**src/rtl/spi_regfile_pkg.sv**
```systemverilog
// Frame layout helpers and opcodes shared by the SPI register-file target.
// Field positions are bit indices into the fully shifted frame (LSB = last bit received).
package spi_regfile_pkg;

    localparam logic OP_READ  = 1'b0;
    localparam logic OP_WRITE = 1'b1;

    localparam int DATA_LSB = 0;

    function automatic int frame_width(input int addr_w, input int data_w);
        return 1 + addr_w + data_w;
    endfunction

    function automatic int addr_lsb(input int data_w);
        return data_w;
    endfunction

    function automatic int rw_pos(input int addr_w, input int data_w);
        return addr_w + data_w;
    endfunction

endpackage

```
**src/rtl/spi_sync_edge.sv**
```systemverilog
// STAGES-flop synchroniser with one extra delay flop for rise/fall detection.
// Latency STAGES clk cycles to sync, edges flagged for one cycle; no backpressure.
module spi_sync_edge #(
    parameter int   STAGES  = 2,
    parameter logic RST_VAL = 1'b0
) (
    input  logic clk,
    input  logic rst_n,
    input  logic din,
    output logic sync,
    output logic rise,
    output logic fall
);

    logic [STAGES-1:0] chain;
    logic              dly;

    always_ff @(posedge clk or negedge rst_n) begin
        if (!rst_n) begin
            chain <= {STAGES{RST_VAL}};
            dly   <= RST_VAL;
        end else begin
            chain <= {chain[STAGES-2:0], din};
            dly   <= chain[STAGES-1];
        end
    end

    assign sync = chain[STAGES-1];
    assign rise = sync & ~dly;
    assign fall = ~sync & dly;

endmodule

```
**src/rtl/spi_regfile_peripheral.sv**
```systemverilog
// SPI mode-0 target onto a NUM_REGS x DATA_W register bank with readback, write strobe and frame errors.
// Writes land SYNC_STAGES+2 clk after nCS rises; the SPI controller cannot be stalled.
module spi_regfile_peripheral
    import spi_regfile_pkg::*;
#(
    parameter int NUM_REGS    = 8,
    parameter int DATA_W      = 8,
    parameter int ADDR_W      = 7,
    parameter int SYNC_STAGES = 2
) (
    input  logic                         clk,
    input  logic                         rst_n,
    input  logic                         nCS,
    input  logic                         SCLK,
    input  logic                         COPI,
    output logic                         CIPO,
    output logic                         cipo_oe,
    output logic [NUM_REGS*DATA_W-1:0]   regs_out,
    output logic                         wr_strobe,
    output logic [ADDR_W-1:0]            wr_addr,
    output logic                         frame_err
);

    localparam int FRAME_W  = frame_width(ADDR_W, DATA_W);
    localparam int RW_BIT   = rw_pos(ADDR_W, DATA_W);
    localparam int ADDR_LSB = addr_lsb(DATA_W);
    localparam int CNT_W    = $clog2(FRAME_W + 2);
    localparam int SETTLE_W = $clog2(SYNC_STAGES + 2);

    localparam logic [CNT_W-1:0]    CNT_FULL    = CNT_W'(FRAME_W);
    localparam logic [CNT_W-1:0]    CNT_OVER    = CNT_W'(FRAME_W + 1);
    localparam logic [CNT_W-1:0]    CNT_PRE_HDR = CNT_W'(ADDR_W);
    localparam logic [SETTLE_W-1:0] SETTLE_DONE = SETTLE_W'(SYNC_STAGES + 1);

    logic ncs_s, ncs_rise, ncs_fall;
    logic sclk_s, sclk_rise, sclk_fall;
    logic copi_s;
    logic [1:0] unused_copi_edges;
    logic unused_sclk_s;

    spi_sync_edge #(.STAGES(SYNC_STAGES), .RST_VAL(1'b1)) u_sync_ncs (
        .clk(clk), .rst_n(rst_n), .din(nCS), .sync(ncs_s), .rise(ncs_rise), .fall(ncs_fall)
    );
    spi_sync_edge #(.STAGES(SYNC_STAGES), .RST_VAL(1'b0)) u_sync_sclk (
        .clk(clk), .rst_n(rst_n), .din(SCLK), .sync(sclk_s), .rise(sclk_rise), .fall(sclk_fall)
    );
    spi_sync_edge #(.STAGES(SYNC_STAGES), .RST_VAL(1'b0)) u_sync_copi (
        .clk(clk), .rst_n(rst_n), .din(COPI), .sync(copi_s),
        .rise(unused_copi_edges[1]), .fall(unused_copi_edges[0])
    );
    assign unused_sclk_s = sclk_s;

    logic [SETTLE_W-1:0]        settle_cnt;
    logic                       in_frame;
    logic [CNT_W-1:0]           bit_cnt;
    logic [FRAME_W-1:0]         in_sr;
    logic [DATA_W-1:0]          out_sr;
    logic [NUM_REGS*DATA_W-1:0] regs_q;

    logic               settled, frame_start, frame_end, sample, shift;
    logic [FRAME_W-1:0] in_sr_next;
    logic               hdr_rw, load_rd, commit, f_rw;
    logic [ADDR_W-1:0]  hdr_addr, f_addr;
    logic [DATA_W-1:0]  f_data, rd_word;

    // Synchroniser reset values mimic an idle bus, so edges are ignored until the chains have flushed
    assign settled     = (settle_cnt == SETTLE_DONE);
    assign frame_start = ncs_fall && settled;
    assign frame_end   = ncs_rise && in_frame;
    assign sample      = sclk_rise && !ncs_s && in_frame;
    assign shift       = sclk_fall && !ncs_s && in_frame;

    assign in_sr_next = {in_sr[FRAME_W-2:0], copi_s};
    assign hdr_rw     = in_sr_next[ADDR_W];
    assign hdr_addr   = in_sr_next[ADDR_W-1:0];
    assign load_rd    = sample && (bit_cnt == CNT_PRE_HDR) && (hdr_rw == OP_READ);

    assign f_rw   = in_sr[RW_BIT];
    assign f_addr = in_sr[ADDR_LSB +: ADDR_W];
    assign f_data = in_sr[DATA_LSB +: DATA_W];
    assign commit = frame_end && (bit_cnt == CNT_FULL) && (f_rw == OP_WRITE)
                    && ({1'b0, f_addr} < (ADDR_W+1)'(NUM_REGS));

    always_comb begin
        rd_word = '0;
        for (int i = 0; i < NUM_REGS; i++) begin
            if (hdr_addr == ADDR_W'(i)) rd_word = regs_q[i*DATA_W +: DATA_W];
        end
    end

    always_ff @(posedge clk or negedge rst_n) begin
        if (!rst_n) begin
            settle_cnt <= '0;
            in_frame   <= 1'b0;
            bit_cnt    <= '0;
            in_sr      <= '0;
            out_sr     <= '0;
            CIPO       <= 1'b0;
            cipo_oe    <= 1'b0;
        end else begin
            if (!settled) settle_cnt <= settle_cnt + 1'b1;
            cipo_oe <= !ncs_s;
            if (frame_start) begin
                in_frame <= 1'b1;
                bit_cnt  <= '0;
                in_sr    <= '0;
                out_sr   <= '0;
                CIPO     <= 1'b0;
            end else if (frame_end) begin
                in_frame <= 1'b0;
                out_sr   <= '0;
                CIPO     <= 1'b0;
            end else begin
                if (sample) begin
                    in_sr <= in_sr_next;
                    if (bit_cnt != CNT_OVER) bit_cnt <= bit_cnt + 1'b1;
                end
                // Snapshot at address completion; later writes cannot disturb bits in flight
                if (load_rd) begin
                    out_sr <= rd_word;
                end else if (shift) begin
                    CIPO   <= out_sr[DATA_W-1];
                    out_sr <= out_sr << 1;
                end
            end
        end
    end

    always_ff @(posedge clk or negedge rst_n) begin
        if (!rst_n) begin
            regs_q    <= '0;
            wr_strobe <= 1'b0;
            wr_addr   <= '0;
            frame_err <= 1'b0;
        end else begin
            wr_strobe <= commit;
            frame_err <= frame_end && (bit_cnt != CNT_FULL);
            if (commit) begin
                wr_addr <= f_addr;
                for (int i = 0; i < NUM_REGS; i++) begin
                    if (f_addr == ADDR_W'(i)) regs_q[i*DATA_W +: DATA_W] <= f_data;
                end
            end
        end
    end

    assign regs_out = regs_q;

endmodule

```
**config.mk**
```make
export PLATFORM = sky130hd
export DESIGN_NAME = spi_regfile_peripheral
export DESIGN_NICKNAME = d
export VERILOG_FILES = /design/src/rtl/spi_regfile_pkg.sv /design/src/rtl/spi_sync_edge.sv /design/src/rtl/spi_regfile_peripheral.sv
export SDC_FILE = /design/constraint.sdc
export NUM_CORES = 1
export LEC_CHECK = 0
export CORE_ASPECT_RATIO = 1.2
export CORE_MARGIN = 5
export CORE_UTILIZATION = 44
export DETAILED_ROUTE_END_ITERATION = 6
export PLACE_DENSITY = 0.72
export SKIP_LAST_GASP = 1
export SYNTH_ARGS = -nofsm -noshare
export SYNTH_HDL_FRONTEND = slang
export SYNTH_SLANG_ARGS = --single-unit
```
**constraint.sdc**
```tcl
create_clock -name clk -period 2.85 [get_ports clk]
set_input_delay 0.285 -clock clk [delete_from_list [all_inputs] [get_ports clk]]
set_output_delay 0.285 -clock clk [all_outputs]
set_load 0.005 [all_outputs]
```
Word level (Yosys, flattened, before mapping):

Index checks and enable logic that the tools add are counted.

* register bits after elaboration: 115
* input bits: 5
* output and inout bits: 75
* logic and storage cells: 112

* $add $sub $neg: 2
* magnitude comparators: 1
* equal/unequal tests: 21
* multiplexer cells: 25
* bitwise operators: 9
* reductions and logical operators: 31

Operators by type and width (number)
* $mux 8: 12
* $eq 7x3->1 const B: 8
* $mux 16: 3
* $eq 7x2->1 const B: 4
* $mux 5: 4
* $reduce_and 2->1: 10
* $eq 7x1->1 const B: 2
* $logic_not 7->1: 2
* $logic_and 1x1->1: 12
* $ne 5x5->1 const B: 2
* $lt 7x4->1 const B: 1
* $mux 1: 6
* $reduce_bool 2->1: 3
* $add 5x1->5 const B: 1
* $eq 5x3->1 const B: 1
* $eq 5x5->1 const B: 1
* $not 1->1: 5
* $and 1x1->1: 4
* $reduce_bool 4->1: 1
* $ne 3x3->1 const B: 1
* $reduce_and 3->1: 1
* $reduce_bool 3->1: 1
* $add 2x1->2 const B: 1
* $eq 2x2->1 const B: 1
* 2 further kinds: 2

Longest topological paths before layout:

* depth after elaboration: 12
* depth in mapped cells: 8
* depth with buffers taken out: 7

Modules after synthesis:

A second synthesis with hierarchy kept.

* cells, all modules: 441
* area total of the unflattened synthesis: 5192.5 µm²

Modules (own cells, without submodules)
* spi_regfile_peripheral: times used 1, cells each 426, area each 4918.5 µm², sequential area each 2677.6 µm²
* spi_sync_edge at u_sync_copi ...: times used 2, cells each 5, area each 90.1 µm², sequential area each 75.1 µm²
* spi_sync_edge at u_sync_ncs: times used 1, cells each 5, area each 93.8 µm², sequential area each 78.8 µm²

Worst setup path before layout:

Ideal clock, no wire load.

* kind: register -> register
* start point: register in_sr[11]
* end point: register regs_q[40], in the netlist regs_out[40]
* library setup time: 125 ps
* arrival time: 2055 ps
* required time: 2725 ps
* setup slack: 670 ps
* cell stages (with the launch flop): 7
* buffers on the path: 1
* clock period less this slack: 2180 ps
* path through: dfrtp_1 -> or4b_4 -> nor3_4 -> nand2b_2 -> or3_1 -> buf_6 -> mux2_4

* word-level cells in the longest chain between the ends: 3
* elaborated cells between the ends (all ways): 4
* classes of those cells: order compare (1); eq/ne (1); reduce/logical (2)

RTL lines
* start: declaration: RTL line spi_regfile_peripheral.sv:56 `logic [FRAME_W-1:0] in_sr;`
* start signal: assignment: RTL line spi_regfile_peripheral.sv:115 `in_sr <= in_sr_next;`
* $lt 7x4->1: RTL line spi_regfile_peripheral.sv:82 `&& ({1'b0, f_addr} < (ADDR_W+1)'(NUM_REGS));`
* $logic_and 1x1->1: RTL line spi_regfile_peripheral.sv:82
* $reduce_and 2->1 (no line) (*)
* end signal: indexed assignment: RTL line spi_regfile_peripheral.sv:141 `if (f_addr == ADDR_W'(i)) regs_q[i*DATA_W +: DATA_W] <= f_data;`
* end: declaration: RTL line spi_regfile_peripheral.sv:58 `logic [NUM_REGS*DATA_W-1:0] regs_q;`

Every way passes the cells marked *; elsewhere a longest branch is shown, timed or not.
A chain may end at the register's enable or synchronous reset.

Worst setup path in the final report:

Ends and elaborated chain as after synthesis.

==> metrics.cfg <==
[run_status]
status = complete, no violations

[critical_path]
slowest_delay_ns = 0.59
r2r-start = in_sr[11]
crit_family = simple AND/OR/NAND/NOR gates
r2r-end = regs_out[40]
crit_buf_inv = 0
cp.arrival_ns = 2.70
worst_setup_path_end_kind = flip-flop
crit_cells = 5
worst-r2r-cell-count = 5
slowest_stage = or3_1
rrSetupSlack_ns = 0.43
cp_data_required_time_ns = 3.13
start_kind = flip-flop
cp_cell_sequence = or4b_4 -> nor3_4 -> nand2b_2 -> or3_1 -> mux2_4
cp_max_fo = 8
path_class = flip-flop to flip-flop

[global_route]
grt_antenna_before_repair = 0
grt_pass1_vias = 3720
grt_usage = 0.1915
grt_pass1_wl_um = 20130
grt_remaining_overflow = 0
grt_max_degree = 62

[yosys]
synth_nets = 398
ys_types = 48
synthTopCellsByArea = dfrtp_1 (55%), mux2_2 (11%), mux2_4 (4.7%)
synth_area_um2 = 5134
synth-seq-area-share = 0.5613
async_flop_share = 1.000
synth_top_area_share = 0.5459
yosys.area.top_type = dfrtp_1
ys_top_cells_by_count = dfrtp_1 (112), mux2_2 (52), clkbuf_1 (20), a21oi_1 (19)
yosys_warnings = 0
avgSynthCellArea_um2 = 13.20
synthCells = 389
synth-main-ff-cell = dfrtp_1
synth_edf_count = 0
synth.most_common_cell = dfrtp_1
synth_seq_cells = 115

[drt]
dr.pass1.iters = 4
vias = 3617
vias_per_cell = 5.634
avgRoutedWirePerCell_um = 19.43
drt_iter0_drc = 173
postRouteAntennaNets = 0
drc_errors = 0
totalWireLength_um = 12470

[timing]
skew_ns = 0.006917
finalSetupViolCount = 0
rsz0062_at_grt = false
finalCriticalPeriod_ns = 2.419
fin_ws_ns = 0.4310
worst_slew_pin_slew_ns = 0.9037
slew_viol_final = 0
fmax_ghz = 0.4134
max_slew_margin = 0.3962
hold_ws_ns = 0.2893
period_share = 0.8488
hold_viol = 0
fin_setup_tns_ns = 0

[pwr]
switching_power_mw = 0.8514
power_density_nw_per_um2 = 601.4
p_int_mw = 3.187
p_comb_frac = 0.035
clock_power_share = 0.546
p_sw_frac = 0.2109
p_seq_frac = 0.418
ir_drop_mv = 0.4296
p_leak_nw = 3.062

[cts]
clk_latency_ns = 0.40
clock_path_buffers = 2
cts_root_buf = clkbuf_16
numCtsBuffers = 17
htreeDepth = 4
numClockSinks = 115
cts_tree = yes
cts_resized = 0
path_clk_slew_ns = 0.06

[floorplan]
start_util = 0.4459
dieArea_um2 = 13940
core-area_um2 = 11510
ioPinCount = 80
fp.dieH_um = 128.3
die_w_um = 108.6
row_count = 43

[layout]
final_nets = 481
fin_cells = 642
fin_util = 0.5831
antenna_cells = 0
drive_gt1_frac = 0.2680
area_growth_pct = 30.78

[placed_design]
dp.cells = 609
gp_congestion = 0.9041
place_hpwl_um = 8632
port_buffers = 79
dpl_worst_slack_ns = 0.4447

[job]
cap_violations = 0

[worst_hold_path]
hold_path_end = u_sync_ncs.chain[0]
min_from = nCS
worstHoldPathCells = 1
hold_class = primary input to flip-flop

[stage by stage]
stage	total power, mW	instance area [um^2]
after CTS	4.068	6714
after floorplan	1.790	5134
after global routing	4.180	6714
after detailed placement	1.859	6078
final	4.038	6714
after global placement	1.854	6078
[worst max-delay path by stage]
stage          startpoint           end  slack (ns)
2_1_floorplan   in_sr[11]  regs_out[40]        0.67
3_3_place_gp    in_sr[11]  regs_out[44]        0.49
3_5_place_dp    in_sr[11]  regs_out[39]        0.44
4_1_cts         in_sr[11]  regs_out[39]        0.43
5_1_grt         in_sr[11]  regs_out[47]        0.33
6_report        in_sr[11]  regs_out[40]        0.43
[sequential cells by signal, summed over array words and instances (netlist names), 2 cells and up]
signal,flops
u_sync_copi.chain,2
bit_cnt,5
in_sr,16
u_sync_ncs.chain,2
settle_cnt,2
regs_out,64
wr_addr,7
u_sync_sclk.chain,2
out_sr,8
[timing repair]
action | in CTS | in global routing
buffers inserted | 0 | 0
hold buffers | 1 | 0
hold endpoints to repair | 58 | 0
[kinds of logic (layout without fill, tap and decap cells)]
| group | after synthesis | after routing | synth area share |
|---|---|---|---|
| flip-flops | 115 | 115 | 0.5613 |
| AND/OR/NAND/NOR | 88 | 88 | 0.1058 |
| multiplexers | 79 | 79 | 0.2018 |
| AO/OA/AOI/OAI | 67 | 67 | 0.08774 |
| buffers and inverters | 32 | 128 | 0.02681 |
| adder cells (fa/ha/maj) | 4 | 4 | 0.009749 |
| XOR/XNOR | 4 | 4 | 0.006826 |
[power groups by stage]
| stage | registers [mW] | clock network (mW) | logic (mW) |
|---|---|---|---|
| CTS | 1.69 | 2.24 | 0.145 |
| floorplan | 1.70 | 0 | 0.0891 |
| finish | 1.69 | 2.21 | 0.143 |
| global placement | 1.71 | 0 | 0.140 |
| detailed placement | 1.72 | 0 | 0.143 |
| global route | 1.69 | 2.32 | 0.165 |
[per-layer routing]
layer | wire length, um | vias to the layer above | track usage
met5 | 0 | - | 0
met4 | 383 | 0 | 0.08247
met3 | 838 | 31 | 0.06499
met2 | 6176 | 146 | 0.3012
met1 | 5075 | 1853 | 0.2414
li1 | - | 1587 | -
[layout make-up]
class	instances	area, um^2
repair buffers	90	873.3
clock inverters	14	186.4
fillers	927	4800
multi-input cells	242	2115
inverters	6	22.52
clock buffers	18	439.2
flip-flops and latches	115	2882
well taps	157	196.4
[worst register-to-register path, cell delays in order, from the launching register on]
cell and delay [ns]:
dfrtp_1 0.44, or4b_4 0.55, nor3_4 0.20, nand2b_2 0.14, or3_1 0.59, mux2_4 0.38
[cells in the final DEF, fill, tap and decap left out, types with 5 or more instances in the layout]
| cell | n |
|---|---|
| a21o_1 | 6 |
| a21oi_1 | 19 |
| a22o_1 | 16 |
| a31oi_1 | 7 |
| buf_4 | 11 |
| clkbuf_16 | 17 |
| clkdlybuf4s50_1 | 78 |
| clkinvlp_4 | 5 |
| dfrtp_1 | 112 |
| inv_1 | 5 |
| mux2_2 | 52 |
| mux2_4 | 16 |
| mux4_2 | 8 |
| nand2_1 | 15 |
| nand2b_1 | 7 |
| nand3_1 | 7 |
| nor2_1 | 11 |
| nor2b_1 | 10 |
| nor3_1 | 7 |
| nor4bb_1 | 5 |
| o211ai_1 | 6 |
| o21ai_0 | 7 |
Power figures use the tool's default switching activity.
